File: config.mk
export PLATFORM = sky130hd
export DESIGN_NAME = seg_scan_driver
export DESIGN_NICKNAME = d
export VERILOG_FILES = /design/src/rtl/seg_scan_driver.sv
export SDC_FILE = /design/constraint.sdc
export NUM_CORES = 1
export LEC_CHECK = 0
export BUFFER_PORTS_ARGS = -buffer_cell sky130_fd_sc_hd__clkbuf_2
export CAP_MARGIN = 10
export CORE_MARGIN = 2
export CORE_UTILIZATION = 65
export CTS_CLUSTER_SIZE = 24
export DETAILED_ROUTE_END_ITERATION = 8
export PLACE_DENSITY = 0.84
export REMOVE_ABC_BUFFERS = 1
export SETUP_SLACK_MARGIN = 0.3
export SLEW_MARGIN = 10
export SYNTH_ARGS = -nofsm -noshare
export SYNTH_HDL_FRONTEND = slang
export SYNTH_SLANG_ARGS = --single-unit
File: constraint.sdc
create_clock -name clk -period 4.1 [get_ports clk]
set_input_delay 0.41 -clock clk [delete_from_list [all_inputs] [get_ports clk]]
set_output_delay 0.41 -clock clk [all_outputs]
set_load 0.01 [all_outputs]
File: src/rtl/seg_scan_driver.sv
// seg_scan_driver: converts an 8-bit magnitude plus sign into three BCD digits
// with a sequential double-dabble FSM, then time-multiplexes the digits onto a
// 3-digit common-cathode-bus seven-segment display.
//
// Ports:
//   clk     system clock, rising edge
//   rst     synchronous active-high reset
//   value   unsigned magnitude 0..255
//   is_neg  result is negative (value holds the magnitude)
//   valid   one-cycle strobe sampling value/is_neg
//   busy    high while a conversion is shifting
//   out     cathodes {g,f,e,d,c,b,a}, active-low
//   invAn   anodes, active-low; bit0 = ones digit (rightmost)
module seg_scan_driver #(
    parameter int unsigned REFRESH_DIV = 100000
) (
    input  logic       clk,
    input  logic       rst,
    input  logic [7:0] value,
    input  logic       is_neg,
    input  logic       valid,
    output logic       busy,
    output logic [6:0] out,
    output logic [2:0] invAn
);

    localparam int unsigned CNT_W = $clog2(REFRESH_DIV);
    localparam logic [CNT_W-1:0] CntMax = CNT_W'(REFRESH_DIV - 1);
    localparam logic [6:0] SegBlank = 7'b1111111;
    localparam logic [6:0] SegMinus = 7'b0111111;

    typedef enum logic [1:0] {StIdle, StShift, StCommit} state_e;

    function automatic logic [6:0] glyph(input logic [3:0] d);
        case (d)
            4'd0:    glyph = 7'b1000000;
            4'd1:    glyph = 7'b1111001;
            4'd2:    glyph = 7'b0100100;
            4'd3:    glyph = 7'b0110000;
            4'd4:    glyph = 7'b0011001;
            4'd5:    glyph = 7'b0010010;
            4'd6:    glyph = 7'b0000010;
            4'd7:    glyph = 7'b1111000;
            4'd8:    glyph = 7'b0000000;
            4'd9:    glyph = 7'b0010000;
            default: glyph = SegBlank;
        endcase
    endfunction

    // One double-dabble step: {hundreds, tens, ones, binary} adjust then shift.
    function automatic logic [19:0] dd_step(input logic [19:0] s);
        logic [19:0] a;
        a = s;
        if (a[11:8]  >= 4'd5) a[11:8]  = a[11:8]  + 4'd3;
        if (a[15:12] >= 4'd5) a[15:12] = a[15:12] + 4'd3;
        if (a[19:16] >= 4'd5) a[19:16] = a[19:16] + 4'd3;
        return {a[18:0], 1'b0};
    endfunction

    state_e           state_q, state_d;
    logic [3:0]       iter_q, iter_d;
    logic [19:0]      sh_q, sh_d;
    logic             neg_q, neg_d;
    logic             pend_q, pend_d;
    logic [7:0]       pend_val_q, pend_val_d;
    logic             pend_neg_q, pend_neg_d;
    logic [6:0]       dig0_q, dig0_d, dig1_q, dig1_d, dig2_q, dig2_d;
    logic [CNT_W-1:0] cnt_q, cnt_d;
    logic [1:0]       sel_q, sel_d;
    logic [6:0]       out_q, out_d;
    logic [2:0]       an_q, an_d;
    logic [3:0]       bcd_h, bcd_t, bcd_o;
    logic             wrap;

    assign bcd_h = sh_q[19:16];
    assign bcd_t = sh_q[15:12];
    assign bcd_o = sh_q[11:8];

    always_comb begin
        state_d    = state_q;
        iter_d     = iter_q;
        sh_d       = sh_q;
        neg_d      = neg_q;
        pend_d     = pend_q;
        pend_val_d = pend_val_q;
        pend_neg_d = pend_neg_q;
        dig0_d     = dig0_q;
        dig1_d     = dig1_q;
        dig2_d     = dig2_q;

        unique case (state_q)
            StIdle: begin
                // A fresh strobe beats a stale pending entry (last wins).
                if (valid) begin
                    sh_d    = {12'b0, value};
                    neg_d   = is_neg;
                    pend_d  = 1'b0;
                    iter_d  = 4'd0;
                    state_d = StShift;
                end else if (pend_q) begin
                    sh_d    = {12'b0, pend_val_q};
                    neg_d   = pend_neg_q;
                    pend_d  = 1'b0;
                    iter_d  = 4'd0;
                    state_d = StShift;
                end
            end
            StShift: begin
                if (iter_q == 4'd8) begin
                    state_d = StCommit;
                end else begin
                    sh_d   = dd_step(sh_q);
                    iter_d = iter_q + 4'd1;
                end
            end
            StCommit: begin
                if (neg_q && bcd_h != 4'd0) begin
                    // Negative magnitude >= 100 does not fit: show overflow.
                    dig2_d = SegMinus;
                    dig1_d = SegMinus;
                    dig0_d = SegMinus;
                end else if (neg_q && (bcd_t != 4'd0 || bcd_o != 4'd0)) begin
                    dig2_d = SegMinus;
                    dig1_d = (bcd_t == 4'd0) ? SegBlank : glyph(bcd_t);
                    dig0_d = glyph(bcd_o);
                end else begin
                    // Positive, or negative zero which shows as plain 0.
                    dig2_d = (bcd_h == 4'd0) ? SegBlank : glyph(bcd_h);
                    dig1_d = (bcd_h == 4'd0 && bcd_t == 4'd0) ? SegBlank : glyph(bcd_t);
                    dig0_d = glyph(bcd_o);
                end
                state_d = StIdle;
            end
            default: state_d = StIdle;
        endcase

        if (valid && state_q != StIdle) begin
            pend_d     = 1'b1;
            pend_val_d = value;
            pend_neg_d = is_neg;
        end
    end

    // Free-running scan, independent of the conversion FSM.
    always_comb begin
        wrap  = (cnt_q == CntMax);
        cnt_d = wrap ? '0 : cnt_q + 1'b1;
        sel_d = sel_q;
        if (wrap) sel_d = (sel_q == 2'd2) ? 2'd0 : sel_q + 2'd1;
        an_d = ~(3'b001 << sel_d);
        // Use next-state digits so a commit reaches the pins on the same edge.
        case (sel_d)
            2'd0:    out_d = dig0_d;
            2'd1:    out_d = dig1_d;
            2'd2:    out_d = dig2_d;
            default: out_d = SegBlank;
        endcase
    end

    always_ff @(posedge clk) begin
        if (rst) begin
            state_q    <= StIdle;
            iter_q     <= 4'd0;
            sh_q       <= 20'd0;
            neg_q      <= 1'b0;
            pend_q     <= 1'b0;
            pend_val_q <= 8'd0;
            pend_neg_q <= 1'b0;
            dig0_q     <= SegBlank;
            dig1_q     <= SegBlank;
            dig2_q     <= SegBlank;
            cnt_q      <= '0;
            sel_q      <= 2'd0;
            out_q      <= SegBlank;
            an_q       <= 3'b110;
        end else begin
            state_q    <= state_d;
            iter_q     <= iter_d;
            sh_q       <= sh_d;
            neg_q      <= neg_d;
            pend_q     <= pend_d;
            pend_val_q <= pend_val_d;
            pend_neg_q <= pend_neg_d;
            dig0_q     <= dig0_d;
            dig1_q     <= dig1_d;
            dig2_q     <= dig2_d;
            cnt_q      <= cnt_d;
            sel_q      <= sel_d;
            out_q      <= out_d;
            an_q       <= an_d;
        end
    end

    assign busy  = (state_q == StShift);
    assign out   = out_q;
    assign invAn = an_q;

endmodule

# Word level (Yosys, flattened, before mapping)
# Memory sizes are Yosys's and may differ from the RTL's. A register that Yosys moved wholly into a read port is not among the register bits.
# Cells that the tools add are included.
totals:
  input_bits: 12
  memories: 5
  reg_bits: 87
  word_cells: 104
  output_inout_bits: 11
  mem_bits_ro: 560
classes:
  eq_ne: 10
  magnitude_cmp: 3
  muxes: 44
  n_addsub: 6
  bitwise_logic: 1
  n_reduce_logical: 20
  n_shift: 1
mem_list:
  columns: ["memory", "words", "word_bits", "rd", "rd_clocked_by_memory_dff", "wr", "line_no", "rtl"]
  rows:
  - ["(no name shown)", 16, 7, 1, 1, 0, "35", "case (d)"]
  - ["(no name shown)", 16, 7, 1, 1, 0, "35", null]
  - ["(no name shown)", 16, 7, 1, 1, 0, "35", null]
  - ["(no name shown)", 16, 7, 1, 1, 0, "35", null]
  - ["(no name shown)", 16, 7, 1, 1, 0, "35", null]
ops:
  columns: ["operator", "count"]
  rows:
  - ["7-bit 2-to-1 mux", 12]
  - ["20-bit 2-to-1 mux", 3]
  - ["4-bit 2-to-1 mux", 15]
  - ["20-bit one-hot mux with 2 select lines", 1]
  - ["7-bit one-hot mux with 3 select lines", 1]
  - ["17-bit by 1-bit adder with 17-bit output (second input constant)", 1]
  - ["17-bit == test (second input constant)", 1]
  - ["4-bit by 3-bit >= comparator with 1-bit output (second input constant)", 3]
  - ["4-bit nonzero test", 3]
  - ["2-bit 2-to-1 mux", 5]
  - ["4-bit by 2-bit adder with 4-bit output (second input constant)", 2]
  - ["4-bit zero test", 2]
  - ["4-bit one-hot mux with 2 select lines", 1]
  - ["2-bit nonzero test", 4]
  - ["2-bit == test (second input constant)", 3]
  - ["4-bit by 1-bit adder with 4-bit output (second input constant)", 1]
  - ["2-bit by 1-bit == test with 1-bit output (second input constant)", 2]
  - ["4-bit == test (second input constant)", 1]
  - ["1-bit logical AND", 4]
  - ["2-bit zero test", 2]
  - ["1-bit 2-to-1 mux", 4]
  - ["2-bit one-hot mux with 2 select lines", 1]
  - ["2-bit AND reduction", 2]
  - ["3-bit by 2-bit adder with 3-bit output (second input constant)", 1]
  - ["other kinds (10)", 10]

# Depth between registers and ports, before layout
# Gate-level depths: netlist of run 1.
logic_depth:
  word_depth: 7
  ltp_mapped: 13
  ltp_nobuf: 12

# Least setup slack after synthesis of run 1
# Ideal clock, no wire load.
synth_path:
  path_kind: "register to register"
  startpoint: "register iter_q[0]"
  endpoint: "register (tool-made name)"
  synth_period_minus_slack_ps: 2288
  required_time_ps: 4030
  setup_ps: 70
  setup_slack_ps: 1812
  path_stages_with_launch: 12
  t_arrival_ps: 2218
  path_buffers: 0
  path_cell_list: "dfxtp_1 -> inv_1 -> ha_1 -> nand3b_2 -> nand2_4 -> or4_1 -> a21o_1 -> inv_1 -> ha_1 -> nor2_1 -> mux2_2 -> a21oi_1"
synth_rtl:
  columns: ["element", "line_no", "rtl"]
  rows:
  - ["start, declared", "61", "logic [3:0] iter_q, iter_d;"]
  - ["start signal, assigned", "178", "iter_q <= iter_d;"]

==> results_dict.tcl, run 1 <==
set metrics [dict create \
    status "finished, final reports clean" \
    fmax_mhz 360 \
    port_buffers 22 \
    synth-edff-count 0 \
    initialDrtViolationCount 217 \
    min_period_ps 2770 \
    ys_ff_latch 108 \
    yosysWarnings 0 \
    cts_made_buffers 9 \
    die_x_um 94.0 \
    synth_area_per_cell_um2 8.37 \
    syn2layout_area_growth_pct 6.03 \
    drtPass1Iterations 5 \
    post_cts_resized 0 \
    drive_gt1_share_pct 11.5 \
    grt_max_degree 57 \
    hold_viol_final 0 \
    grt_antenna_before_repair 0 \
    drcViolationCount 0 \
    hpwl_um 8050 \
    cts_hold_buf 0 \
    power.density_nw_per_um2 337 \
    insertedDiodeCount 0 \
    grt_pass1_vias 4245 \
    clock_latency_ps 380 \
    rows 32 \
    nets 666 \
    crit_path_max_fanout 12 \
    final_common_cell "dfxtp_1" \
    critPathKind "flip-flop to flip-flop" \
    coreArea_um2 7810 \
    fillers 604 \
    hp-class "input pin to flip-flop" \
    seq_area_frac_synth_pct 41.0 \
    drv_cap 0 \
    wl_um 11600 \
    synthFlopType "dfxtp_1" \
    dieHeight_um 94.0 \
    setup_viol 0 \
    peakVddDrop_mv 0.220 \
    path_clk_slew_ps 100 \
    relSlewSlack_pct 40.4 \
    gp_congestion 0.849 \
    grt_usage_pct 27.3 \
    seq_area_um2 2160 \
    finalClockSkew_ps 11.2 \
    die-area_um2 8840 \
    tritoncts "done" \
    cp.required_ps 4350 \
    ant_nets 0 \
    rsz0062_at_grt "false" \
    cts.path.max_buffers 2 \
    maxSlewViolCount 0 \
    grt_remaining_overflow 0 \
    start_util_pct 67.5 \
    syn_inst 630 \
    worstPathArrival_ps 3030 \
    p_leak_nw 2.20 \
    cts_sinks 108 \
    period_share_pct 67.7 \
    syn_area_um2 5270 \
    final_core_util_pct 71.6 \
    setup_tns_ps 0 \
    cts_root_buffer "clkbuf_8" \
    final_cell_mix "dfxtp_1, nand2_1, a21oi_1, nor2_1, ha_1" \
    ys_types 63 \
    multi_input_area_um2 2850 \
    grt_pass1_wl_um 19300 \
    vias 4550 \
    vias_per_cell 6.18 \
    ioPinCount 23 \
    async_reset_ff_share_pct 0 \
    htree_levels 3 \
    cts_setup_buffers 0 \
    crit_path_end_kind "flip-flop" \
    startpoint_type "flip-flop" \
    wire_per_inst_um 15.8 \
    tightest_slew_ps 894 \
]
## per-stage QoR
| stage | instances | setup WS [ps] | cell area, µm² | hold WS [ps] | power (mW) |
|---|---|---|---|---|---|
| floorplan | 592 | 1730 | 5110 | 426 | 1.17 |
| global placement | 720 | 1370 | 5380 | 441 | 1.22 |
| detailed placement | 720 | 1270 | 5380 | 446 | 1.22 |
| CTS | 736 | 1330 | 5590 | 263 | 1.89 |
| global route | 736 | 1060 | 5590 | 288 | 1.94 |
| finish | 736 | 1330 | 5590 | 277 | 1.88 |
## power breakdown
group	internal [mW]	leakage [nW]	switching, mW
Clock	0.305	0.107	0.375
Sequential	1.07	0.875	0.0145
Combinational	0.0385	1.22	0.0812
## routing by layer
| layer | vias up | share of wire [%] | track usage (%) |
|---|---|---|---|
| met3 | 22 | 6.1 | 5.62 |
| met4 | 0 | 2.1 | 10.1 |
| li1 | 2233 | - | - |
| met1 | 2123 | 43 | 34.0 |
| met2 | 172 | 49 | 46.6 |
| met5 | - | 0 | 0 |
## Yosys cell counts, types with 3 or more instances
cell type,n,share of area (%)
nor4_1,3,0.36
clkbuf_1,26,1.9
dfxtp_1,108,41
o211ai_1,9,1.3
mux2i_1,12,2.3
a31oi_1,6,0.71
o22a_1,8,1.3
buf_2,9,0.85
a21oi_1,62,5.9
or3_1,6,0.71
and3_1,13,1.5
nor2b_1,3,0.36
a211oi_1,12,1.7
nor2_1,58,4.1
a31o_2,6,1.0
o21ai_0,14,1.3
nand3_1,23,2.2
xor2_1,13,2.2
inv_1,23,1.6
nand2_1,84,6.0
o21ai_1,3,0.28
xnor2_1,5,0.83
ha_1,25,5.9
o32ai_1,9,1.5
nor3_1,13,1.2
nand4_1,5,0.59
o221ai_1,10,1.7
nand2b_1,4,0.47
or2_2,13,1.5
## final cells by class
class / count / share of cell area (%)
multi-input combinational: 458 / 51.0
sequential: 108 / 38.7
timing repair buffer: 26 / 2.51
clock buffer: 10 / 2.46
tap: 102 / 2.28
inverter: 26 / 1.84
clock inverter: 6 / 1.25
## cell families (layout without fill, tap and decap cells)
family | Yosys count | count (layout) | synth area share, %
buffers and inverters | 64 | 68 | 4.94
adders and majority gates | 25 | 25 | 5.94
AOI/OAI and AO/OA | 157 | 157 | 19.5
muxes | 13 | 13 | 2.49
and+or+nand+nor | 245 | 245 | 23.1
DFF | 108 | 108 | 41.0
xor gates and xnor gates | 18 | 18 | 2.99
## worst max-delay path, cell delays in order (launching register included)
cell      delay [ps]
dfxtp_1          420
inv_1             70
ha_1             220
and3b_1          260
o22ai_1          720
o32ai_1          240
nand2_1          350
and3_1           310
a311oi_1          70
## final timing paths
| check | from | depth (start not counted) | slack [ps] | to |
|---|---|---|---|---|
| setup / recovery | iter_q[0] | 8 | 1330 | flip-flop |
| hold / removal | value[4] | 3 | 280 | pend_val_q[4] |
| setup reg to reg | iter_q[0] | 8 | 1330 | flip-flop |
| hold reg to reg | sh_q[5] | 2 | 460 | sh_q[5] |
Note: power is estimated with default switching activity, not from simulation.
==> run 2, diff against run 1 <==
--- a/config.mk
+++ b/config.mk
@@ -8,10 +8,10 @@
 export BUFFER_PORTS_ARGS = -buffer_cell sky130_fd_sc_hd__clkbuf_2
 export CAP_MARGIN = 10
 export CORE_MARGIN = 2
-export CORE_UTILIZATION = 65
+export CORE_UTILIZATION = 55
 export CTS_CLUSTER_SIZE = 24
 export DETAILED_ROUTE_END_ITERATION = 8
-export PLACE_DENSITY = 0.84
+export PLACE_DENSITY = 0.76
 export REMOVE_ABC_BUFFERS = 1
 export SETUP_SLACK_MARGIN = 0.3
 export SLEW_MARGIN = 10
==> constraint.sdc (replaced) <==
create_clock -name clk -period 2.5 [get_ports clk]
set_input_delay 0.25 -clock clk [delete_from_list [all_inputs] [get_ports clk]]
set_output_delay 0.25 -clock clk [all_outputs]
set_load 0.01 [all_outputs]
==> run 2 against run 1 <==
  * Via count up 6.5%
  * Final area increased by 13%
  * Final cell count grew 11%
  * Critical path depth grew 1
  * Sequential cell count did not move
  * Global-route usage is 1.4 points lower
  * Non-clock buffer count up 51
  * Die area is 17% higher
==> results_dict.tcl, run 2 (synthesis gave the netlist of run 1 again) <==
set metrics [dict create \
    cp.required_ps 2760 \
    nets 718 \
    cts_root_buffer "clkbuf_8" \
    peakVddDrop_mv 0.429 \
    drv_cap 0 \
    grt_pass1_vias 4543 \
    drcViolationCount 0 \
    cp_slowest_stage_delay_ps 360 \
    final_common_cell "dfxtp_1" \
    drtPass1Iterations 5 \
    cts_made_buffers 9 \
    period_share_pct 87.2 \
    worstPathArrival_ps 2440 \
    ant_nets 0 \
    clock_latency_ps 370 \
    relSlewSlack_pct 38.1 \
    grt_usage_pct 25.9 \
    startpoint_type "flip-flop" \
    htree_levels 3 \
    fillers 741 \
    die_x_um 102 \
    vias 4844 \
    hold_end "pend_val_q[0]" \
    reg2reg_depth 9 \
    crit_chain "inv_2, ha_4, and3b_2, o221ai_2, o221ai_4, buf_4, ha_1, o31ai_1, a21oi_1" \
    ioPinCount 23 \
    setup_viol 0 \
    initialDrtViolationCount 294 \
    power.density_nw_per_um2 487 \
    critPathKind "flip-flop to flip-flop" \
    rsz0062_at_grt "true" \
    min_period_ps 2180 \
    p_leak_nw 2.51 \
    insertedDiodeCount 0 \
    tightest_slew_ps 927 \
    syn2layout_area_growth_pct 20.3 \
    status "finished, final reports clean" \
    grt_pass1_wl_um 21500 \
    wire_per_inst_um 16.7 \
    gp_congestion 0.872 \
    path_clk_slew_ps 100 \
    rrSetupSlack_ps 320 \
    slowest_stage "dfxtp_2" \
    setup_tns_ps 0 \
    dieHeight_um 102 \
    vias_per_cell 5.95 \
    hold_depth 3 \
    worstReg2RegStart "iter_q[1]" \
    placed_area_um2 5550 \
    cts.path.max_buffers 2 \
    hp-class "input pin to flip-flop" \
    hpwl_um 8640 \
    path_buf_inv 2 \
    min-delay-start "value[0]" \
    hold_viol_final 0 \
    grt_antenna_before_repair 0 \
    cts_sinks 108 \
    crit_path_end_kind "flip-flop" \
    start_util_pct 56.8 \
    crit_family "compound AO/OA/AOI/OAI gates" \
    tritoncts "done" \
    finalClockSkew_ps 10.4 \
    port_buffers 22 \
    rows 35 \
    fin_area_um2 6340 \
    die-area_um2 10400 \
    wl_um 13600 \
    grt_remaining_overflow 0 \
    cp_num_cells 9 \
    final_cell_mix "dfxtp_1, nand2_1, a21oi_1, nor2_1, buf_4" \
    drive_gt1_share_pct 27.9 \
    grt_max_degree 46 \
    coreArea_um2 9280 \
    maxSlewViolCount 0 \
    fmax_mhz 459 \
    final_core_util_pct 68.3 \
    crit_path_max_fanout 6 \
]
-- run 2: cell type report --
cell class	instances	area (µm²)	share of cell area (%)
multi-input cells	459	3180	50.1
flip-flops and latches	108	2180	34.3
repair buffers	77	527	8.31
well taps	129	161	2.55
clock buffers	11	141	2.23
inverters	26	108	1.70
clock inverters	4	50.0	0.789
-- run 2: worst max-delay path by stage --
stage | to | from | slack (ps)
6_report | flip-flop | iter_q[1] | 320
5_1_grt | flip-flop | sh_q[8] | 210
4_1_cts | flip-flop | sh_q[13] | 310
3_5_place_dp | flip-flop | iter_q[0] | 50
3_3_place_gp | flip-flop | sh_q[12] | 210
2_1_floorplan | flip-flop | state_q[1] | 130
-- run 2: metrics by stage --
step           worst slack (ps)  power, mW  hold WS [ps]  cells
2_1_floorplan               130       1.93           319    592
3_3_place_gp                207       2.02           441    765
3_5_place_dp               50.7       2.03           447    765
4_1_cts                     307       3.07           105    798
5_1_grt                     211       3.19           121    814
6_report                    319       3.08           110    814
-- run 2: power breakdown --
| group | switching (mW) | internal, mW |
|---|---|---|
| clock network | 0.579 | 0.484 |
| registers | 0.0226 | 1.75 |
| logic | 0.157 | 0.0914 |
| total | 0.759 | 2.33 |
-- run 2: tightest hold or removal path: cells and delay by family --
kind	cells	cell delay [ps]
and+or+nand+nor	1	50
AOI/OAI and AO/OA	1	50
buffers and inverters	1	90
-- run 2: timing repair --
action / 4_1_cts / 5_1_grt
endpoints found under the setup margin: 27 / 39
hold buffers: 0 / 0
setup buffers: 18 / 15
gates resized for setup: 37 / 50
pin swaps: 11 / 23
gates cloned: 0 / 1
-- run 2: metal layers --
layer	vias up	global-route usage (%)	wire length, µm
li1	2328	-	-
met1	2308	33.1	5880
met2	178	43.4	6640
met3	30	5.13	776
met4	0	9.64	289
met5	-	0	0
==> run 3, diff against run 2 <==
--- a/config.mk
+++ b/config.mk
@@ -5,6 +5,7 @@
 export SDC_FILE = /design/constraint.sdc
 export NUM_CORES = 1
 export LEC_CHECK = 0
+export ABC_AREA = 1
 export BUFFER_PORTS_ARGS = -buffer_cell sky130_fd_sc_hd__clkbuf_2
 export CAP_MARGIN = 10
 export CORE_MARGIN = 2
==> run 3 against run 2 <==
  * Highest routed layer unchanged
  * Final area down 8.9%
  * Global-route usage down 4.3 points
  * Non-clock buffer count down 38
  * Sequential cell count unchanged
  * Clock power down 8%
  * Critical path type unchanged
  * Sequential power up 3%
  * Critical path depth up 3
  * Wire length down 21%
  * Worst hold slack better by 12 ps
  * First-iteration DRC count down 34%
  * Fmax up 4.3%
==> results_dict.tcl, run 3 <==
set metrics [dict create \
    status "finished, final reports clean" \
    ys_ff_latch 108 \
    final_cell_mix "nand2_1, dfxtp_1, nor2_1, inv_1, nand3_1" \
    cts_sinks 108 \
    maxSlewViolCount 0 \
    drtPass1Iterations 5 \
    min_period_ps 2090 \
    setup_ws_ps 409 \
    rrSetupSlack_ps 410 \
    coreArea_um2 9240 \
    ys_types 36 \
    grt_max_degree 60 \
    drive_gt1_share_pct 15.7 \
    period_share_pct 83.6 \
    nets 802 \
    rsz0062_at_grt "true" \
    initialDrtViolationCount 193 \
    setup_viol 0 \
    gp_congestion 0.866 \
    async_reset_ff_share_pct 0 \
    synth_top_family_by_area "simple AND/OR/NAND/NOR gates" \
    peakVddDrop_mv 0.370 \
    hold_viol_final 0 \
    yosysTopAreaCellShare_pct 41.3 \
    startpoint_type "flip-flop" \
    cp.required_ps 2770 \
    wl_um 10700 \
    reg2reg_depth 12 \
    grt_remaining_overflow 0 \
    grt_pass1_wl_um 18200 \
    synth-edff-count 0 \
    ioPinCount 23 \
    start_util_pct 56.6 \
    dieHeight_um 102 \
    vias 4568 \
    yosys.cell_count.top_type "nand2_1" \
    syn2layout_area_growth_pct 10.4 \
    seq_area_frac_synth_pct 41.3 \
    cp-startpoint "sh_q[8]" \
    synth_area_leaders "dfxtp_1, nand2_1, ha_1, nand3_1, inv_1" \
    crit_path_end_kind "flip-flop" \
    rows 35 \
    grt_pass1_vias 4306 \
    syn_inst 735 \
    cts_hold_buf 0 \
    hp-class "input pin to flip-flop" \
    wire_per_inst_um 11.9 \
    clock_latency_ps 370 \
    setup_tns_ps 0 \
    yosysTopAreaCell "dfxtp_1" \
    cts_made_buffers 9 \
    final_common_cell "nand2_1" \
    ant_nets 0 \
    die-area_um2 10300 \
    die_x_um 102 \
    relSlewSlack_pct 62.7 \
    power.density_nw_per_um2 550 \
    fmax_mhz 478 \
    worstPathArrival_ps 2360 \
    cts_root_buffer "clkbuf_8" \
    synth_area_per_cell_um2 7.12 \
    p_leak_nw 2.77 \
    final_core_util_pct 62.5 \
    hpwl_um 7590 \
    synth_compound_area_share_pct 8.58 \
    htree_levels 3 \
    insertedDiodeCount 0 \
    crit_path_max_fanout 5 \
    power.total_mw 3.18 \
    synthMuxAreaShare_pct 0 \
    drcViolationCount 0 \
    synthTopCellsByCount "nand2_1, dfxtp_1, inv_1, nor2_1, nand3_1" \
    tritoncts "done" \
    yosys.area_share.simple_pct 35.5 \
    tightest_slew_ps 559 \
    cts.path.max_buffers 2 \
    path_clk_slew_ps 100 \
    grt_usage_pct 21.5 \
    dp_slack_ps 116 \
    synthAdderAreaFrac_pct 5.98 \
    worstReg2RegStart "sh_q[8]" \
    yosysWarnings 0 \
    grt_antenna_before_repair 0 \
    port_buffers 22 \
    syn_area_um2 5230 \
    vias_per_cell 5.08 \
    critPathKind "flip-flop to flip-flop" \
    finalClockSkew_ps 9.67 \
    drv_cap 0 \
    synthXorXnorAreaFrac_pct 0.837 \
    synthFlopType "dfxtp_1" \
]
==> run 3: cell count changes in the layout (fill, tap and decap cells not counted), sizes merged, moves of 22 or more <==
cell / previous run / this run
a21oi: 62 / 35
buf: 55 / 17
o21ai: 17 / 39
inv: 26 / 80
nand3: 23 / 62
nand2: 85 / 212
==> run 3: logic make-up (layout without fill, tap and decap cells) <==
kind of cell	count (synthesis)	in the layout
flip-flops	108	108
XOR/XNOR	5	5
AO/OA/AOI/OAI	84	84
AND/OR/NAND/NOR	412	412
buffers and inverters	101	136
adder cells (fa/ha/maj)	25	25
==> run 3: what timing repair did <==
| action | CTS | global route |
|---|---|---|
| setup buffers | 0 | 9 |
| gates resized for setup | 6 | 23 |
| pin swaps | 0 | 6 |
| setup endpoints to repair | 8 | 18 |
==> run 3: how the worst min path moves through the flow <==
stage                   from            end  slack, ps  depth (start not counted)
CTS                 value[1]  pend_val_q[1]        120                          3
global route        value[7]  pend_val_q[7]        140                          3
global placement    cnt_q[0]       cnt_q[0]        430                          1
detailed placement  cnt_q[0]       cnt_q[0]        450                          1
floorplan                rst       invAn[0]        320                          1
finish              value[5]  pend_val_q[5]        120                          3
==> run 3: report_power, final <==
group / switching, mW / internal (mW) / leakage (nW)
clock network: 0.611 / 0.368 / 0.0831
registers: 0.0347 / 1.79 / 0.881
logic: 0.251 / 0.126 / 1.81
total: 0.896 / 2.28 / 2.77
==> run 3: final cells by class <==
class                           count  area (µm²)
Clock buffer                        9         124
Clock inverter                      7        52.6
Fill cell                         852        3460
Inverter                           81         309
Multi-Input combinational cell    526        2710
Sequential cell                   108        2170
Tap cell                          129         161
Timing Repair Buffer               39         250
==> run 3: worst max-delay path: stages (launching register included) <==
cell and delay [ps]:
dfxtp_2 390, inv_2 70, ha_1 220, inv_1 70
o21ai_2 70, o21ai_1 140, nand2_1 120, a21oi_4 190
inv_1 100, ha_1 290, nand3b_1 190, nand3_1 110
nand2_1 50
==> run 3: through the flow <==
step           cells  hold slack (ps)  area [µm²]
2_1_floorplan    715              319        5130
5_1_grt          899              138        5780
3_5_place_dp     874              448        5470
3_3_place_gp     874              429        5470
6_report         899              122        5780
4_1_cts          890              115        5660
==> run 3: routing by layer <==
layer | vias to the layer above | part of all wire, % | routed length, µm | track usage (%)
met4 | 0 | 1.1 | 119 | 7.59
met1 | 2071 | 47 | 5060 | 27.2
met2 | 75 | 48 | 5170 | 37.2
met3 | 10 | 3.2 | 340 | 3.52
li1 | 2412 | - | - | -
met5 | - | 0 | 0 | 0
